<file path="src/rtl/seg7_scan_driver.sv">
// seg7_scan_driver: time-multiplexed NUM_DIGITS hex display driver.
// Each digit is lit for DIV cycles and followed by a one-cycle dark GAP
// that suppresses ghosting. New values are loaded at frame boundaries only,
// so a frame never mixes old and new digits. The display also supports
// leading-zero blanking and per-digit blank masking.
// Optional decimal-point support is enabled by defining SEG7_SCAN_DP_EN.
module seg7_scan_driver #(
  parameter int NUM_DIGITS = 4,
  parameter int DIV        = 50000,
  parameter int CNT_W      = 16
) (
  input  logic                    clk,
  input  logic                    rst_n,
  input  logic                    load,
  input  logic [4*NUM_DIGITS-1:0] value,
  input  logic [NUM_DIGITS-1:0]   blank_mask,
  input  logic                    lzb_en,
`ifdef SEG7_SCAN_DP_EN
  input  logic [NUM_DIGITS-1:0]   dp_mask,
  output logic                    dp,
`endif
  output logic [6:0]              seg,
  output logic [NUM_DIGITS-1:0]   an,
  output logic                    frame_done
);

  localparam int                IDX_W    = (NUM_DIGITS > 1) ? $clog2(NUM_DIGITS) : 1;
  localparam logic [CNT_W-1:0]  CNT_LAST = CNT_W'(DIV - 1);
  localparam logic [IDX_W-1:0]  IDX_LAST = IDX_W'(NUM_DIGITS - 1);

  typedef enum logic {SHOW, GAP} state_t;

  state_t                  state_q, state_d;
  logic [CNT_W-1:0]        cnt_q, cnt_d;
  logic [IDX_W-1:0]        idx_q, idx_d;
  logic [4*NUM_DIGITS-1:0] shadow_q, pending_q;
  logic                    pend_q;

  logic                    wrap;
  logic                    zero_run;
  logic [NUM_DIGITS-1:0]   lz_blank;
  logic [3:0]              cur_nib;
  logic                    cur_blank;
  logic [6:0]              seg_d;
  logic [NUM_DIGITS-1:0]   an_d;
`ifdef SEG7_SCAN_DP_EN
  logic                    dp_d;
`endif

  // Active-low segment pattern {g,f,e,d,c,b,a} for one hex nibble.
  function automatic logic [6:0] decode(input logic [3:0] h);
    case (h)
      4'h0: decode = 7'h40;
      4'h1: decode = 7'h79;
      4'h2: decode = 7'h24;
      4'h3: decode = 7'h30;
      4'h4: decode = 7'h19;
      4'h5: decode = 7'h12;
      4'h6: decode = 7'h02;
      4'h7: decode = 7'h78;
      4'h8: decode = 7'h00;
      4'h9: decode = 7'h18;
      4'hA: decode = 7'h08;
      4'hB: decode = 7'h03;
      4'hC: decode = 7'h46;
      4'hD: decode = 7'h21;
      4'hE: decode = 7'h06;
      4'hF: decode = 7'h0E;
    endcase
  endfunction

  // Scan state register: SHOW/GAP phase, prescaler and digit index.
  always_ff @(posedge clk) begin
    if (!rst_n) begin
      state_q <= SHOW;
      cnt_q   <= '0;
      idx_q   <= '0;
    end else begin
      // NOTE: non-blocking assignments in clocked blocks so every register
      // samples pre-edge values regardless of statement order.
      state_q <= state_d;
      cnt_q   <= cnt_d;
      idx_q   <= idx_d;
    end
  end

  // Next-state logic: DIV cycles of SHOW, then one GAP that advances the index.
  always_comb begin
    // NOTE: hold-current defaults first, so no path leaves a signal
    // unassigned and no latch is inferred.
    state_d = state_q;
    cnt_d   = cnt_q;
    idx_d   = idx_q;
    case (state_q)
      SHOW: begin
        if (cnt_q == CNT_LAST) begin
          state_d = GAP;
          cnt_d   = '0;
        end else begin
          cnt_d = cnt_q + CNT_W'(1);
        end
      end
      GAP: begin
        state_d = SHOW;
        idx_d   = (idx_q == IDX_LAST) ? '0 : idx_q + IDX_W'(1);
      end
      default: state_d = SHOW;
    endcase
  end

  // The GAP of the last digit is the frame boundary.
  assign wrap = (state_q == GAP) && (idx_q == IDX_LAST);

  // Leading-zero blanking: digit i is dark when it and every higher digit are zero.
  always_comb begin
    zero_run = 1'b1;
    lz_blank = '0;
    for (int i = NUM_DIGITS - 1; i >= 1; i--) begin
      zero_run    = zero_run && (shadow_q[4*i +: 4] == 4'h0);
      lz_blank[i] = lzb_en && zero_run;
    end
  end

  assign cur_nib   = shadow_q[4*int'(idx_q) +: 4];
  assign cur_blank = blank_mask[idx_q] | lz_blank[idx_q];

  // Output pattern for the current scan position; GAP and blanked digits stay dark.
  always_comb begin
    seg_d = 7'h7F;
    an_d  = '1;
`ifdef SEG7_SCAN_DP_EN
    dp_d  = 1'b1;
`endif
    if (state_q == SHOW && !cur_blank) begin
      seg_d        = decode(cur_nib);
      an_d[idx_q]  = 1'b0;
`ifdef SEG7_SCAN_DP_EN
      dp_d         = ~dp_mask[idx_q];
`endif
    end
  end

  // Registered outputs; frame_done marks the cycle after the wrap GAP.
  always_ff @(posedge clk) begin
    if (!rst_n) begin
      seg        <= 7'h7F;
      an         <= '1;
      frame_done <= 1'b0;
`ifdef SEG7_SCAN_DP_EN
      dp         <= 1'b1;
`endif
    end else begin
      seg        <= seg_d;
      an         <= an_d;
      frame_done <= wrap;
`ifdef SEG7_SCAN_DP_EN
      dp         <= dp_d;
`endif
    end
  end

  // Pending/shadow pair: loads collect in pending and move to shadow only at
  // the frame boundary, so the display never tears mid-frame.
  always_ff @(posedge clk) begin
    if (!rst_n) begin
      // NOTE: shadow and pending are reset, unlike plain data storage,
      // because shadow drives the display directly after reset.
      shadow_q  <= '0;
      pending_q <= '0;
      pend_q    <= 1'b0;
    end else if (wrap) begin
      if (load) begin
        shadow_q  <= value;
        pending_q <= value;
      end else if (pend_q) begin
        shadow_q  <= pending_q;
      end
      pend_q <= 1'b0;
    end else if (load) begin
      pending_q <= value;
      pend_q    <= 1'b1;
    end
  end

endmodule
</file>
<file path="config.mk">
export PLATFORM = sky130hd
export DESIGN_NAME = seg7_scan_driver
export DESIGN_NICKNAME = d
export VERILOG_FILES = /design/src/rtl/seg7_scan_driver.sv
export SDC_FILE = /design/constraint.sdc
export NUM_CORES = 1
export LEC_CHECK = 0
export BUFFER_PORTS_ARGS = -buffer_cell sky130_fd_sc_hd__buf_2
export CAP_MARGIN = 0
export CORE_ASPECT_RATIO = 1.4
export CORE_UTILIZATION = 50
export DETAILED_ROUTE_END_ITERATION = 10
export GPL_TIMING_DRIVEN = 0
export PLACE_DENSITY = 0.71
export RECOVER_POWER = 25
export SYNTH_ARGS = -nofsm -noshare
export SYNTH_HDL_FRONTEND = slang
export SYNTH_SLANG_ARGS = --single-unit
</file>
<file path="constraint.sdc">
create_clock -name clk -period 5.6 [get_ports clk]
set_clock_uncertainty 0.1 [all_clocks]
set_input_delay 0.28 -clock clk [delete_from_list [all_inputs] [get_ports clk]]
set_output_delay 0.28 -clock clk [all_outputs]
set_load 0.005 [all_outputs]
</file>
==> impl_metrics.xml <==
<?xml version="1.0" encoding="UTF-8"?>
<metrics>
  <group name="status">
    <metric name="status" unit="">completed</metric>
  </group>
  <group name="yosys">
    <metric name="ys_seq_area_share" unit="%">46.9</metric>
    <metric name="cell_type_with_the_largest_total_area_after_synthesis" unit="">sky130_fd_sc_hd__dfxtp_1</metric>
    <metric name="synth_edf_count" unit="">0</metric>
    <metric name="postSynthRegisterBits" unit="">64</metric>
    <metric name="synth.net_count" unit="">310</metric>
    <metric name="synth.avg_cell_area" unit="um2">9.90</metric>
    <metric name="synth-async-reset-ratio" unit="%">0</metric>
    <metric name="synth_warnings" unit="">0</metric>
    <metric name="synth_area" unit="mm2">0.00273</metric>
    <metric name="synth.distinct_cells" unit="">42</metric>
    <metric name="dominantRegCellSynth" unit="">sky130_fd_sc_hd__dfxtp_1</metric>
    <metric name="syn-instance-count" unit="">276</metric>
    <metric name="post_synth_main_area_contributors" unit="">sky130_fd_sc_hd__dfxtp_1 (47%), sky130_fd_sc_hd__mux2i_1 (7.7%), sky130_fd_sc_hd__nor2_1 (7.1%)</metric>
    <metric name="yosysTopAreaCellShare" unit="%">46.9</metric>
  </group>
  <group name="floorplanning">
    <metric name="fp.dieW" unit="um">64.5</metric>
    <metric name="core_area" unit="mm2">0.00524</metric>
    <metric name="pin_count" unit="">36</metric>
    <metric name="starting_density_of_the_core" unit="%">52.2</metric>
    <metric name="num_rows" unit="">31</metric>
    <metric name="fp.dieArea" unit="mm2">0.00577</metric>
    <metric name="chipHeight" unit="um">89.5</metric>
  </group>
  <group name="finish">
    <metric name="fillCellCount" unit="">481</metric>
    <metric name="multi_input_area" unit="mm2">0.00132</metric>
    <metric name="diode_insertion_count_for_antenna_repair" unit="">0</metric>
    <metric name="fraction_of_final_layout_cells_sized_beyond_drive_strength_1" unit="%">19.3</metric>
    <metric name="mostFrequentLayoutCell" unit="">sky130_fd_sc_hd__dfxtp_1</metric>
    <metric name="finalCoreUtilization" unit="%">61.7</metric>
    <metric name="post_layout_nonfiller_instances" unit="">392</metric>
    <metric name="layout.area.seq" unit="mm2">0.00128</metric>
    <metric name="finalNetCount" unit="">355</metric>
    <metric name="final_cell_mix" unit="">sky130_fd_sc_hd__dfxtp_1 (64), sky130_fd_sc_hd__nor2_1 (52), sky130_fd_sc_hd__buf_2 (34)</metric>
    <metric name="stdcell_area" unit="mm2">0.00323</metric>
    <metric name="areaGrowthSynthToFinish" unit="%">18.3</metric>
  </group>
  <group name="critical_path">
    <metric name="worst_path_dominant_cell_family" unit="">multiplexers</metric>
    <metric name="slowest_delay" unit="ns">0.65</metric>
    <metric name="required" unit="ns">5.72</metric>
    <metric name="timing.reg2reg.setup_slack" unit="ns">3.28</metric>
    <metric name="worstReg2RegEnd" unit="">seg[3]</metric>
    <metric name="path_depth_of_the_worst_reg2reg_path" unit="">7</metric>
    <metric name="worst_r2r_startpoint" unit="">idx_q[0]</metric>
    <metric name="cp-startpoint" unit="">idx_q[0]</metric>
    <metric name="sequence_of_cells_on_the_critical_path" unit="">buf_6, mux4_1, inv_1, ha_1, and2_4, a211oi_1, o31ai_1</metric>
    <metric name="crit_path_end_kind" unit="">register</metric>
    <metric name="crit_slowest_cell" unit="">sky130_fd_sc_hd__mux4_1</metric>
    <metric name="worst_setup_ep" unit="">seg[3]</metric>
    <metric name="crit_type" unit="">register to register</metric>
    <metric name="path_buf_inv" unit="">2</metric>
    <metric name="timing.critical_path.fanout_max" unit="">10</metric>
    <metric name="worstSetupPathDepth" unit="">7</metric>
    <metric name="worstSetupStartpointType" unit="">register</metric>
    <metric name="arrival_time_of_the_worst_setup_path" unit="ns">2.44</metric>
  </group>
  <group name="sta">
    <metric name="timing.slew.headroom" unit="%">69.0</metric>
    <metric name="fmax" unit="MHz">431</metric>
    <metric name="rsz0062_at_grt" unit="">no</metric>
    <metric name="period_share" unit="%">41.4</metric>
    <metric name="transition_at_the_pin_with_the_smallest_max_transition_slack" unit="ns">0.465</metric>
    <metric name="period_needed" unit="ns">2.32</metric>
    <metric name="final-max-slew-violation-count" unit="">0</metric>
    <metric name="total_negative_slack_for_setup_checks" unit="ns">0</metric>
    <metric name="setup_viol" unit="">0</metric>
    <metric name="finalHoldViolations" unit="">0</metric>
  </group>
  <group name="detailed_routing">
    <metric name="residual_drc" unit="">0</metric>
    <metric name="detailedRoute.firstIterationViolations" unit="">65</metric>
    <metric name="route.vias.total" unit="">2066</metric>
    <metric name="wl_per_cell" unit="um">13.3</metric>
    <metric name="vias_per_cell" unit="">5.27</metric>
    <metric name="postRouteWirelength" unit="um">5220</metric>
    <metric name="final_antenna_net_count" unit="">0</metric>
    <metric name="detailedRoute.firstPassIterationCount" unit="">4</metric>
  </group>
  <group name="grt">
    <metric name="grt_use_total" unit="%">20.6</metric>
    <metric name="grt_first_pass_wirelength" unit="um">8940</metric>
    <metric name="grt_pass1_vias" unit="">1966</metric>
    <metric name="initial_antenna_violation_count" unit="">0</metric>
    <metric name="grt_start_max_net_pins" unit="">12</metric>
    <metric name="globalRoute.totalOverflow" unit="">0</metric>
  </group>
  <group name="place">
    <metric name="io_buffer_count" unit="">34</metric>
    <metric name="detailedPlacementHpwl" unit="um">3810</metric>
    <metric name="dpl-instance-area" unit="mm2">0.00299</metric>
    <metric name="placed_cells_incl_taps" unit="">376</metric>
    <metric name="gpl.final_weighted_congestion" unit="">0.841</metric>
  </group>
  <group name="power_and_ir_drop">
    <metric name="power.share.sequential" unit="%">46.6</metric>
    <metric name="internal_power" unit="uW">806</metric>
    <metric name="total_switching_power" unit="uW">204</metric>
    <metric name="post-layout-total-power" unit="mW">1.01</metric>
    <metric name="ir_worst_vdd" unit="mV">0.196</metric>
    <metric name="pwr-share-clk" unit="%">49.1</metric>
    <metric name="pwr_density_cell" unit="mW/mm2">312</metric>
    <metric name="power.static_leakage" unit="nW">1.27</metric>
    <metric name="power.share.switching" unit="%">20.2</metric>
    <metric name="p_comb_share" unit="%">4.3</metric>
  </group>
  <group name="cts">
    <metric name="worst_skew_pair_later_pin_latency" unit="ns">0.34</metric>
    <metric name="worst_setup_hold_path_clk_slew" unit="ns">0.07</metric>
    <metric name="cts_hold_repair.buffers" unit="">0</metric>
    <metric name="cts_buffers" unit="">9</metric>
    <metric name="post_cts_resized" unit="">0</metric>
    <metric name="cts_post_setup_buffers_inserted" unit="">0</metric>
    <metric name="clock-sinks" unit="">64</metric>
    <metric name="ctsHtreeMaxLevel" unit="">3</metric>
    <metric name="cts_tree" unit="">done</metric>
    <metric name="clock_path_buffers" unit="">2</metric>
    <metric name="clk_root_buffer_cell" unit="">sky130_fd_sc_hd__clkbuf_8</metric>
  </group>
  <group name="min_path">
    <metric name="hold_path_class" unit="">input port to register</metric>
  </group>
  <group name="flow_run">
    <metric name="cap_viol_max_count" unit="">0</metric>
  </group>
</metrics>
[per-layer routing]
| layer | GRT usage [%] | share of wire [%] |
|---|---|---|
| met4 | 10.7 | 2.6 |
| met2 | 36.3 | 52 |
| met3 | 5.36 | 3.6 |
| met5 | 0 | 0 |
| met1 | 22.8 | 42 |
[state kept, by name, summed over array words and instances, names as in the netlist]
name,count
state_q,1
an,4
shadow_q,16
cnt_q,16
pending_q,16
idx_q,2
seg,7
frame_done,1
pend_q,1
[cells by family after synthesis]
logic type	Yosys count	synth area share (%)
buffers and inverters	26	4.95
adder cells (fa/ha/maj)	10	4.58
AND/OR/NAND/NOR	99	17.8
flip-flops	64	46.9
AO/OA/AOI/OAI	39	9.80
multiplexers	27	12.5
XOR/XNOR	11	3.53
[through the flow]
stage,worst slack (ns),hold WS (ns)
after global placement,3.33,0.345
final,3.28,0.0778
after CTS,3.26,0.0607
after floorplan,3.44,0.294
after global routing,3.12,0.0852
after detailed placement,3.29,0.356
[synth_stat cells, types with 4 or more instances]
cell,instances
sky130_fd_sc_hd__a211oi_1,17
sky130_fd_sc_hd__a21oi_1,8
sky130_fd_sc_hd__buf_2,6
sky130_fd_sc_hd__buf_6,4
sky130_fd_sc_hd__clkbuf_1,7
sky130_fd_sc_hd__dfxtp_1,64
sky130_fd_sc_hd__ha_1,10
sky130_fd_sc_hd__inv_1,9
sky130_fd_sc_hd__mux2i_1,21
sky130_fd_sc_hd__nand2_1,14
sky130_fd_sc_hd__nand3_1,6
sky130_fd_sc_hd__nor2_1,52
sky130_fd_sc_hd__o221ai_1,4
sky130_fd_sc_hd__xor2_1,8
[cell type report]
type                       count  share of cell area [%]
clock inverter                 5                    3.17
tap                           66                    2.56
buffer                        17                    3.14
timing repair buffer          34                    5.03
multi-input combinational    186                    40.7
clock buffer                  11                    4.68
sequential                    64                    39.6
inverter                       9                    1.05
[worst register-to-register path, stage by stage (launching register included)]
cell                       delay [ns]
sky130_fd_sc_hd__dfxtp_1         0.38
sky130_fd_sc_hd__buf_6           0.17
sky130_fd_sc_hd__mux4_1          0.65
sky130_fd_sc_hd__inv_1           0.15
sky130_fd_sc_hd__ha_1            0.29
sky130_fd_sc_hd__and2_4          0.16
sky130_fd_sc_hd__a211oi_1        0.19
sky130_fd_sc_hd__o31ai_1         0.10
[worst min path at each step]
stage / start / end / slack, ns / depth (start not counted)
3_5_place_dp: pend_q / pend_q / 0.36 / 2
2_1_floorplan: rst_n / pend_q / 0.29 / 2
6_report: rst_n / pend_q / 0.08 / 3
4_1_cts: rst_n / pend_q / 0.06 / 3
5_1_grt: rst_n / pend_q / 0.09 / 3
3_3_place_gp: pend_q / pend_q / 0.35 / 2
[power groups by stage]
stage / combinational (mW) / sequential, mW / clock (mW)
final: 0.0429 / 0.471 / 0.496
after global routing: 0.0493 / 0.472 / 0.524
after CTS: 0.0444 / 0.471 / 0.505
after detailed placement: 0.0442 / 0.481 / 0
after global placement: 0.0435 / 0.481 / 0
after floorplan: 0.0273 / 0.481 / 0
Power figures use the tool's default switching activity.
